`src/rtl/manchester_pkg.sv`:
```
// rtl/manchester_pkg.sv - shared FSM type and bit-phase constants for the Manchester receiver
package manchester_pkg;

    localparam int SPB_DEFAULT = 8;

    typedef enum logic [1:0] {
        ST_IDLE  = 2'd0,
        ST_START = 2'd1,
        ST_DATA  = 2'd2
    } state_e;

    // first-half sample point within a bit period
    function automatic int spb_quarter(input int spb);
        return spb / 4;
    endfunction

    // mid-bit point, where the guaranteed Manchester transition sits
    function automatic int spb_half(input int spb);
        return spb / 2;
    endfunction

    // second-half sample point within a bit period
    function automatic int spb_three_quarter(input int spb);
        return (3 * spb) / 4;
    endfunction

endpackage

```
`src/rtl/manchester_sync.sv`:
```
// rtl/manchester_sync.sv - two-flop synchroniser for the asynchronous Manchester line
module manchester_sync (
    input  logic clk,
    input  logic rst,
    input  logic d,
    output logic q
);

    logic meta_q;
    logic sync_q;

    // two-stage capture of the asynchronous input
    always_ff @(posedge clk) begin
        if (rst) begin
            meta_q <= 1'b0;
            sync_q <= 1'b0;
        end else begin
            meta_q <= d;
            sync_q <= meta_q;
        end
    end

    assign q = sync_q;

endmodule

```
`src/rtl/manchester_rx.sv`:
```
// rtl/manchester_rx.sv - Manchester (IEEE 802.3) byte receiver with mid-bit resynchronisation
module manchester_rx
    import manchester_pkg::*;
#(
    parameter int SPB = SPB_DEFAULT
) (
    input  logic       clk,
    input  logic       rst,
    input  logic       din,
    output logic [7:0] out_data,
    output logic       out_valid,
    input  logic       out_ready,
    output logic       err_code,
    output logic       err_overrun,
    output logic       busy
);

    localparam int            PW      = $clog2(SPB);
    localparam logic [PW-1:0] PH_Q    = PW'(spb_quarter(SPB));
    localparam logic [PW-1:0] PH_SYNC = PW'(spb_half(SPB) + 1);
    localparam logic [PW-1:0] PH_3Q   = PW'(spb_three_quarter(SPB));
    localparam logic [PW-1:0] PH_LAST = PW'(SPB - 1);

    logic          rx;
    logic          rx_d_q;
    logic          edge_seen;
    logic          rise;

    state_e        state_q, state_d;
    logic [PW-1:0] phase_q, phase_d;
    logic [PW-1:0] phase_inc;
    logic [2:0]    bit_cnt_q, bit_cnt_d;
    logic          h1_q, h1_d;
    logic [7:0]    shreg_q, shreg_d;
    logic [7:0]    out_data_q, out_data_d;
    logic          out_valid_q, out_valid_d;
    logic          err_code_q, err_code_d;
    logic          err_overrun_q, err_overrun_d;
    logic [7:0]    byte_done;

    manchester_sync u_sync (
        .clk (clk),
        .rst (rst),
        .d   (din),
        .q   (rx)
    );

    assign edge_seen = rx ^ rx_d_q;
    assign rise      = rx & ~rx_d_q;
    assign phase_inc = (phase_q == PH_LAST) ? '0 : phase_q + PW'(1);

    // state and datapath registers
    always_ff @(posedge clk) begin
        if (rst) begin
            rx_d_q        <= 1'b0;
            state_q       <= ST_IDLE;
            phase_q       <= '0;
            bit_cnt_q     <= 3'd0;
            h1_q          <= 1'b0;
            shreg_q       <= 8'h00;
            out_data_q    <= 8'h00;
            out_valid_q   <= 1'b0;
            err_code_q    <= 1'b0;
            err_overrun_q <= 1'b0;
        end else begin
            rx_d_q        <= rx;
            state_q       <= state_d;
            phase_q       <= phase_d;
            bit_cnt_q     <= bit_cnt_d;
            h1_q          <= h1_d;
            shreg_q       <= shreg_d;
            out_data_q    <= out_data_d;
            out_valid_q   <= out_valid_d;
            err_code_q    <= err_code_d;
            err_overrun_q <= err_overrun_d;
        end
    end

    // next-state: start detection, half-bit sampling, resync and byte handoff
    always_comb begin
        state_d       = state_q;
        phase_d       = phase_inc;
        bit_cnt_d     = bit_cnt_q;
        h1_d          = h1_q;
        shreg_d       = shreg_q;
        out_data_d    = out_data_q;
        out_valid_d   = out_valid_q;
        err_code_d    = 1'b0;
        err_overrun_d = 1'b0;
        byte_done     = shreg_q;
        byte_done[bit_cnt_q] = rx;

        // a completed handshake frees the output register
        if (out_valid_q && out_ready) begin
            out_valid_d = 1'b0;
        end

        case (state_q)
            ST_IDLE: begin
                phase_d = '0;
                // the start bit's rising edge is its mid-bit point
                if (rise) begin
                    state_d = ST_START;
                    phase_d = PH_SYNC;
                end
            end

            ST_START: begin
                if (phase_q == PH_3Q) begin
                    if (rx) begin
                        state_d   = ST_DATA;
                        bit_cnt_d = 3'd0;
                    end else begin
                        state_d = ST_IDLE;
                    end
                end
            end

            ST_DATA: begin
                // only mid-bit transitions realign the phase; boundary edges are ignored
                if (edge_seen && (phase_q > PH_Q) && (phase_q < PH_3Q)) begin
                    phase_d = PH_SYNC;
                end
                if (phase_q == PH_Q) begin
                    h1_d = rx;
                end
                if (phase_q == PH_3Q) begin
                    if (h1_q == rx) begin
                        err_code_d = 1'b1;
                        shreg_d    = 8'h00;
                        bit_cnt_d  = 3'd0;
                        state_d    = ST_IDLE;
                    end else if (bit_cnt_q == 3'd7) begin
                        shreg_d   = 8'h00;
                        bit_cnt_d = 3'd0;
                        state_d   = ST_IDLE;
                        if (!out_valid_q || out_ready) begin
                            out_data_d  = byte_done;
                            out_valid_d = 1'b1;
                        end else begin
                            err_overrun_d = 1'b1;
                        end
                    end else begin
                        shreg_d   = byte_done;
                        bit_cnt_d = bit_cnt_q + 3'd1;
                    end
                end
            end

            default: begin
                state_d = ST_IDLE;
            end
        endcase
    end

    assign out_data    = out_data_q;
    assign out_valid   = out_valid_q;
    assign err_code    = err_code_q;
    assign err_overrun = err_overrun_q;
    assign busy        = (state_q != ST_IDLE);

endmodule

```
`config.mk`:
```
export PLATFORM = sky130hd
export DESIGN_NAME = manchester_rx
export DESIGN_NICKNAME = d
export VERILOG_FILES = /design/src/rtl/manchester_pkg.sv /design/src/rtl/manchester_sync.sv /design/src/rtl/manchester_rx.sv
export SDC_FILE = /design/constraint.sdc
export NUM_CORES = 1
export LEC_CHECK = 0
export CAP_MARGIN = 20
export CORE_MARGIN = 3
export CORE_UTILIZATION = 30
export DETAILED_ROUTE_END_ITERATION = 8
export HOLD_SLACK_MARGIN = 0.06
export PLACE_DENSITY_LB_ADDON = 0.1
export SLEW_MARGIN = 30
export SYNTH_ARGS = -nofsm -noshare
export SYNTH_HDL_FRONTEND = slang
export SYNTH_HIERARCHICAL = 1
export SYNTH_SLANG_ARGS = --single-unit
```
`constraint.sdc`:
```
create_clock -name clk -period 2 [get_ports clk]
set_input_delay 0.3 -clock clk [delete_from_list [all_inputs] [get_ports clk]]
set_output_delay 0.3 -clock clk [all_outputs]
set_load 0.1 [all_outputs]
```
---- Yosys cells after proc, flatten, opt, wreduce, memory -nomap -nowiden ----
Index checks and enable logic that the tools add are counted.
storage, ports and cells
  register bits ........................... 31
  output and inout port bits .............. 12
  logic and storage cells ................. 83
operators by class
  $add $sub $neg .......................... 2
  magnitude comparators ................... 4
  eq/ne operators ......................... 12
  muxes and demuxes ....................... 30
  bitwise operators ....................... 7
  reductions and logical operators ........ 16
operators by type and width
  kind                                                                           number
  3-bit 2-to-1 mux                                                               8
  8-bit 2-to-1 mux                                                               2
  2-bit 2-to-1 mux                                                               6
  3-bit case mux with 2 select lines                                             2
  3-bit equality test (second input constant)                                    3
  1-bit 2-to-1 mux                                                               9
  8-bit bitwise mux                                                              1
  4-bit AND reduction                                                            2
  3-bit by 1-bit adder with 3-bit output (second input constant)                 2
  2-bit inequality test (second input constant)                                  3
  2-bit case mux with 3 select lines                                             1
  1-bit inverter                                                                 5
  5-bit AND reduction                                                            1
  5-bit OR reduction                                                             1
  1-bit logical AND                                                              4
  3-bit by 4-bit less-than comparator with 1-bit output (second input constant)  1
  2-bit AND reduction                                                            2
  2-bit nonzero test                                                             2
  1-bit demux with 3-bit select                                                  1
  3-bit by 2-bit equality test with 1-bit output (second input constant)         1
  3-bit by 1-bit >= comparator with 1-bit output (second input constant)         1
  3-bit by 2-bit > comparator with 1-bit output (second input constant)          1
  3-bit less-than comparator (second input constant)                             1
  3-bit inequality test (second input constant)                                  1
  10 further kinds                                                               10

---- Logic depth before layout (Yosys ltp) ----
Gate-level depths: netlist (run 1).
  depth in word-level cells ............... 7
  mapped depth ............................ 7

---- By module ----
The synthesis (run 1) kept the hierarchy.
by module, submodules not included
  module           times used  cells an instance  area each (um2)  seq. area each (um2)
  manchester_rx    1           135                1320.0           580.6
  manchester_sync  1           4                  52.6             40.0

---- Worst setup path before layout (run 1) ----
No wires, ideal clock.
  path type ............................... register to register
  start ................................... register out_valid_q (netlist: out_valid)
  end ..................................... register out_data_q[0] (netlist: out_data[0])
  library setup time ...................... 0.086 ns
  arrival ................................. 1.774 ns
  setup slack ............................. 0.140 ns
  stages on the path, launching flop included .. 6
  path buffers ............................ 1
  clock period less this slack ............ 1.860 ns
  cells stage by stage .................... dfxtp_1 nor2b_1 nor4_4 buf_6 nor2_1 a211oi_1
on the way
  word-level cells in the longest chain between the ends .. 3
RTL lines
  what                                  RTL line              RTL
  start, declared                       manchester_rx.sv:36   logic out_valid_q, out_valid_d;
  start signal, assigned                manchester_rx.sv:73   out_valid_q <= out_valid_d;
  1-bit zero test                       manchester_rx.sv:137  if (!out_valid_q || out_ready) begin
  1-bit logical OR                      manchester_rx.sv:137
  5-bit AND reduction (no source line)  -
  end signal, assigned                  manchester_rx.sv:72   out_data_q <= out_data_d;
  end, declared                         manchester_rx.sv:35   logic [7:0] out_data_q, out_data_d;
No other way between the ends.
A chain may end at the register's enable or synchronous reset.

---- Worst setup path after layout (run 1) ----
  start ................................... register bit_cnt_q[2]
  end ..................................... register out_data_q[4] (netlist: out_data[4])
on the way
  word-level cells in the longest chain between the ends .. 5
  elaborated cells between the ends (all ways) .. 8
RTL lines
  what                                                                                                                                           RTL line             RTL
  start, declared                                                                                                                                manchester_rx.sv:32  logic [2:0] bit_cnt_q, bit_cnt_d;
  start signal, assigned                                                                                                                         manchester_rx.sv:69  bit_cnt_q <= bit_cnt_d;
  3-bit by 4-bit less-than comparator with 1-bit output (not written as such) or 3-bit by 1-bit >= comparator with 1-bit output (tied branches)  manchester_rx.sv:91  byte_done[bit_cnt_q] = rx;
  1-bit logical AND (not written as such)                                                                                                        manchester_rx.sv:91
  1-bit 2-to-1 mux (not written as such)                                                                                                         manchester_rx.sv:91
  1-bit demux with 3-bit select                                                                                                                  manchester_rx.sv:91
  8-bit bitwise mux                                                                                                                              manchester_rx.sv:91
Parallel ways exist; a longest one is shown, timed or not.

==> flow_metrics.tcl, run 1 <==
set metrics [dict create \
    status "complete, no violations" \
    path_class "reg -> reg" \
    cp-start-kind "flip-flop" \
    yosysTopAreaCellShare 0.452 \
    cts_buffer_depth 2 \
    crit_chain "ha_1 > nand4b_1 > nor4_4 > buf_4 > nor2_1 > a211oi_1" \
    syn_area_mm2 0.00137 \
    cts.sinks 31 \
    layout_commonest_cell "dfxtp_1" \
    gp_congestion 0.803 \
    clkLatencyLatePin_ns 0.27 \
    yosys_register_bits 31 \
    maxSlewHeadroom 0.728 \
    hpwl_mm 1.91 \
    p_per_area_mw_per_mm2 764 \
    dieArea_mm2 0.00542 \
    cp_num_buf_inv 1 \
    grt_max_degree 24 \
    pwr-share-comb 0.043 \
    ant_nets 0 \
    grt_use_total 0.114 \
    synth_compound_area_frac 0.151 \
    drtIter0Drc 40 \
    initial_core_util 0.327 \
    ys_types 32 \
    rsz0062_at_grt "false" \
    nets 171 \
    synth_edf_count 0 \
    layout_common_cells "dfxtp_1, nor2_1, buf_4" \
    slew_violations 0 \
    cp-end-kind "flip-flop" \
    via_per_inst 4.93 \
    synthXorXnorAreaFrac 0.0119 \
    drive_gt1_frac 0.198 \
    core_area_mm2 0.00420 \
    synthTopCellsByArea "dfxtp_1, mux2i_1, nor2_1" \
    die_y_um 73.6 \
    holdBufCountCts 0 \
    grt_overflow_total 0 \
    worst-slew-pin-transition_ns 0.406 \
    synth_top_family_by_area "simple AND/OR/NAND/NOR gates" \
    finalSetupViolations 0 \
    skew_ns 0.00663 \
    grt_pass1_vias 1062 \
    synth_mux_area_frac 0.0729 \
    slowest_delay_ns 0.52 \
    worst_slack_ns 0.230 \
    ys_seq_area_frac 0.452 \
    ir_worst_vdd_v 0.000352 \
    cts_buffers 5 \
    pin_count 16 \
    wirelength_mm 2.64 \
    htree_levels 2 \
    switching_share 0.196 \
    fin_crit_ns 1.77 \
    p_int_mw 1.05 \
    crit_path_max_fanout 15 \
    num_vias 1046 \
    grt_pass1_wl_mm 4.66 \
    synthSimpleGateAreaFrac 0.220 \
    path_clk_slew_ns 0.06 \
    dp_slack_ns 0.247 \
    synth_fa_ha_area_frac 0.0547 \
    timing.fmax_mhz 565 \
    io_buffers 15 \
    crit_required_ns 2.18 \
    power.switching_uw 256 \
    hold_path_class "reg -> reg" \
    antenna_found_initial 0 \
    die_x_um 73.6 \
    synthCells 139 \
    leakagePower_nw 0.655 \
    async_reset_ff_frac 0 \
    synthesis.nets 149 \
    ys_warn_count 6 \
    cts_resized 0 \
    critPathTopFamily "flip-flops" \
    fin_crit_sh 0.885 \
    setup_tns_ns 0 \
    synth_top_flop_cell "dfxtp_1" \
    postSynthAreaPerCell_um2 9.87 \
    rows 23 \
    cts_root_buf "clkbuf_8" \
    max_cap_violations 0 \
    crit_slowest_cell "dfxtp_1" \
    area_growth_pct 24.5 \
    cts_tree "done" \
    finalHoldViolations 0 \
    p_clk_frac 0.475 \
    seqPwrFrac 0.482 \
    yosys.area.top_type "dfxtp_1" \
    diodes 0 \
    drc_errors 0 \
    cp_data_arrival_time_ns 1.95 \
    postCtsSetupRepairBufs 0 \
    wire_per_inst_um 12.5 \
    drtPass1Iterations 4 \
]
-- logic make-up (layout without fill, tap and decap cells) --
family                     after synthesis  count (layout)
xor gates and xnor gates                 1               1
AOI/OAI and AO/OA                       27              27
adders and majority gates                6               6
and+or+nand+nor                         53              53
buffers and inverters                   11              34
muxes                                   10              10
DFF                                     31              31
-- cell usage after synthesis (2+ instances only) --
cell        n
nand2b_1    2
a211oi_1    8
o2bb2ai_1   8
ha_1        6
buf_2       2
dfxtp_1    31
clkbuf_1    6
nand2_1     2
nor4_1      2
nand3b_1    4
nand3_1     2
nor2_1     22
a21oi_1     3
and3b_1     2
inv_1       2
nor2b_1     5
a22oi_1     2
o21a_1      2
nor3_1      3
nor3b_1     4
mux2i_1    10
-- power groups by stage --
stage	sequential, mW	clock [mW]	combinational (mW)
after floorplan	0.642	0	0.0337
after global placement	0.643	0	0.0561
after detailed placement	0.643	0	0.0567
after CTS	0.629	0.643	0.0568
after global routing	0.630	0.670	0.0615
final	0.630	0.620	0.0559
-- state kept, by name, indices dropped and copies added (netlist names) --
signal / count
err_overrun: 1
err_code: 1
u_sync/q: 1
u_sync/meta_q: 1
state_q: 2
phase_q: 3
h1_q: 1
bit_cnt_q: 3
out_valid: 1
shreg_q: 8
rx_d_q: 1
out_data: 8
-- per-stage QoR --
stage | total power [mW] | hold slack (ns) | cells | utilization | instance area (µm²)
3_3_place_gp | 0.699 | 0.422 | 204 | 0.379 | 1590
2_1_floorplan | 0.676 | 0.372 | 139 | - | 1370
6_report | 1.31 | 0.437 | 212 | 0.407 | 1710
3_5_place_dp | 0.700 | 0.427 | 204 | 0.379 | 1590
4_1_cts | 1.33 | 0.441 | 212 | 0.407 | 1710
5_1_grt | 1.36 | 0.477 | 212 | 0.407 | 1710
-- per-layer routing --
metal / GRT usage / vias up / share of wire
li1: - / 547 / -
met1: 0.140 / 477 / 0.51
met4: 0.0624 / 0 / 0.015
met3: 0.0356 / 4 / 0.039
met5: 0 / - / 0
met2: 0.174 / 18 / 0.44
-- area by class of cell --
| cell class | instances | area [µm²] |
|---|---|---|
| fill | 423 | 2490 |
| multi-input combinational | 97 | 701 |
| sequential | 31 | 621 |
| timing repair buffer | 24 | 200 |
| clock buffer | 6 | 82.6 |
| tap | 50 | 62.6 |
| clock inverter | 2 | 35.0 |
| inverter | 2 | 7.51 |
-- worst paths after layout --
path | start | end | slack (ns) | depth (start not counted)
setup / recovery | bit_cnt_q[2]$_SDFFE_PP0P_ | out_data[4]$_SDFFE_PP0P_ | 0.23 | 6
hold / removal | u_sync/meta_q$_SDFF_PP0_ | u_sync/q$_SDFF_PP0_ | 0.44 | 1
setup reg to reg | bit_cnt_q[2]$_SDFFE_PP0P_ | out_data[4]$_SDFFE_PP0P_ | 0.23 | 6
hold reg to reg | u_sync/meta_q$_SDFF_PP0_ | u_sync/q$_SDFF_PP0_ | 0.44 | 1
Power figures use the tool's default switching activity.
==> inputs of run 2 (changes only) <==
--- a/config.mk
+++ b/config.mk
@@ -6,13 +6,13 @@
 export NUM_CORES = 1
 export LEC_CHECK = 0
 export CAP_MARGIN = 20
-export CORE_MARGIN = 3
+export CORE_MARGIN = 2
 export CORE_UTILIZATION = 30
 export DETAILED_ROUTE_END_ITERATION = 8
 export HOLD_SLACK_MARGIN = 0.06
 export PLACE_DENSITY_LB_ADDON = 0.1
+export SKIP_LAST_GASP = 1
 export SLEW_MARGIN = 30
 export SYNTH_ARGS = -nofsm -noshare
 export SYNTH_HDL_FRONTEND = slang
-export SYNTH_HIERARCHICAL = 1
 export SYNTH_SLANG_ARGS = --single-unit
==> run 2 against run 1 <==
Net effect:
- critical path depth down 1
- hold slack better by 0.0070 ns
- clock skew down 0.0020 ns
- largest cell class unchanged
- highest routed layer unchanged
==> flow_metrics.tcl, run 2 <==
set metrics [dict create \
    status "complete, no violations" \
    r2r_setup_slack_ns 0.26 \
    synthTopCellsByCount "dfxtp_1, inv_1, o32ai_1" \
    fin_crit_ns 1.74 \
    synthTopCellsByArea "dfxtp_1, a211oi_2, o32ai_1" \
    diodes 0 \
    max_cap_violations 0 \
    seqPwrFrac 0.542 \
    core_area_mm2 0.00501 \
    cts_root_buf "clkbuf_8" \
    area_growth_pct 17.7 \
    yosys.area.top_type "dfxtp_1" \
    synth_compound_area_frac 0.212 \
    wire_per_inst_um 13.7 \
    skew_ns 0.00463 \
    r2r_start "bit_cnt_q[2]$_SDFFE_PP0P_" \
    multi_input_area_um2 777 \
    grt_use_total 0.132 \
    cp_data_arrival_time_ns 1.94 \
    grt_overflow_total 0 \
    postCtsSetupRepairBufs 0 \
    num_vias 1189 \
    switching_share 0.232 \
    ys_seq_area_frac 0.404 \
    ys_warn_count 0 \
    cts_buffers 5 \
    grt_max_degree 23 \
    r2r_end "out_data[4]$_SDFFE_PP0P_" \
    power.switching_uw 269 \
    clkLatencyLatePin_ns 0.28 \
    wirelength_mm 3.29 \
    finalSetupViolations 0 \
    n_fill_cell 539 \
    wl_met3_um 146 \
    async_reset_ff_frac 0 \
    holdBufCountCts 0 \
    drive_gt1_frac 0.237 \
    synthSimpleGateAreaFrac 0.176 \
    antenna_found_initial 0 \
    via_per_inst 4.97 \
    maxSlewHeadroom 0.604 \
    fin_crit_sh 0.870 \
    ys_types 34 \
    io_buffers 15 \
    regArea_um2 621 \
    post-synth-top-count-cell "dfxtp_1" \
    yosysTopAreaCellShare 0.404 \
    worst-slew-pin-transition_ns 0.592 \
    reg2reg_depth 5 \
    crit_chain "ha_1 > and3b_1 > buf_4 > a41oi_1 > a211oi_2" \
    synth_edf_count 0 \
    setup.worst_path.end "out_data[4]$_SDFFE_PP0P_" \
    ant_nets 0 \
    layout_common_cells "dfxtp_1, buf_4, inv_1" \
    gp_congestion 0.714 \
    cts_resized 0 \
    synth_fa_ha_area_frac 0.0489 \
    grt_pass1_vias 1165 \
    die_y_um 75.6 \
    crit_path_max_fanout 10 \
    layout_commonest_cell "dfxtp_1" \
    cts_tree "done" \
    wl_met2_mm 1.56 \
    cp-end-kind "flip-flop" \
    p_per_area_mw_per_mm2 643 \
    initial_core_util 0.307 \
    maxUsedRoutingLayer "met4" \
    timing.fmax_mhz 575 \
    cp-start-kind "flip-flop" \
    synth_top_flop_cell "dfxtp_1" \
    cp_num_buf_inv 1 \
    rows 26 \
    hpwl_mm 2.37 \
    drtIter0Drc 36 \
    hold_path_class "reg -> reg" \
    rsz0062_at_grt "false" \
    setup_tns_ns 0 \
    die_x_um 75.6 \
    crit_slowest_cell "dfxtp_1" \
    ir_worst_vdd_v 0.000394 \
    htree_levels 2 \
    cts.sinks 31 \
    synthCells 153 \
    hold_start "u_sync.meta_q$_SDFF_PP0_" \
    path_class "reg -> reg" \
    crit_required_ns 2.20 \
    finalHoldViolations 0 \
    synth_mux_area_frac 0.0586 \
    holdWs_ns 0.444 \
    drt-met1-wl_mm 1.55 \
    slew_violations 0 \
    syn_area_mm2 0.00154 \
    yosys_register_bits 31 \
    dieArea_mm2 0.00571 \
    pin_count 16 \
    startpoint "bit_cnt_q[2]$_SDFFE_PP0P_" \
    grt_pass1_wl_mm 5.49 \
    drc_errors 0 \
    p_clk_frac 0.406 \
    nets 178 \
    p_int_uw 893 \
    synthesis.nets 163 \
    synth_top_family_by_area "compound AO/OA/AOI/OAI gates" \
    slowest_delay_ns 0.52 \
    cp.depth 5 \
    leakagePower_nw 0.655 \
    path_clk_slew_ns 0.06 \
    drtPass1Iterations 4 \
    postSynthAreaPerCell_um2 10.0 \
    pwr-share-comb 0.052 \
    cts_buffer_depth 2 \
    critPathTopFamily "flip-flops" \
    synthXorXnorAreaFrac 0.0106 \
]
[run 2: worst min-delay path by stage]
stage,endpoint,cells after the start
after global placement,u_sync.q$_SDFF_PP0_,1
final,u_sync.q$_SDFF_PP0_,1
after CTS,u_sync.q$_SDFF_PP0_,1
after floorplan,u_sync.q$_SDFF_PP0_,1
after detailed placement,u_sync.q$_SDFF_PP0_,1
after global routing,u_sync.q$_SDFF_PP0_,1
[run 2: per-layer routing]
layer / GRT usage / vias to the layer above
met2: 0.204 / 17
met1: 0.170 / 573
li1: - / 595
met5: 0 / -
met4: 0.0526 / 0
met3: 0.0437 / 4
[run 2: cell families after synthesis]
family          count (synthesis)
buf+inv                        28
simple gates                   42
compound gates                 36
flops                          31
xor+xnor                        1
mux                             9
fa+ha+maj                       6
[run 2: power by group through the flow]
| stage | Clock (mW) | Combinational [mW] | Sequential [mW] |
|---|---|---|---|
| final | 0.472 | 0.0603 | 0.630 |
| after detailed placement | 0 | 0.0608 | 0.644 |
| after global placement | 0 | 0.0599 | 0.644 |
| after CTS | 0.492 | 0.0611 | 0.630 |
| after global routing | 0.520 | 0.0652 | 0.632 |
| after floorplan | 0 | 0.0449 | 0.641 |
[run 2: through the flow]
stage,setup slack [ns],instance area [µm²],utilization,instances,power [mW]
CTS,0.245,1810,0.361,239,1.18
floorplan,0.322,1540,-,153,0.686
finish,0.261,1810,0.361,239,1.16
global placement,0.313,1730,0.345,231,0.704
detailed placement,0.264,1730,0.345,231,0.705
global route,0.107,1810,0.361,239,1.22
[run 2: final cells by class]
| cell class | count | share of cell area |
|---|---|---|
| Multi-Input combinational cell | 94 | 0.430 |
| Sequential cell | 31 | 0.343 |
| Timing Repair Buffer | 23 | 0.107 |
| Tap cell | 70 | 0.0484 |
| Clock buffer | 7 | 0.0422 |
| Inverter | 13 | 0.0270 |
| Clock inverter | 1 | 0.00277 |
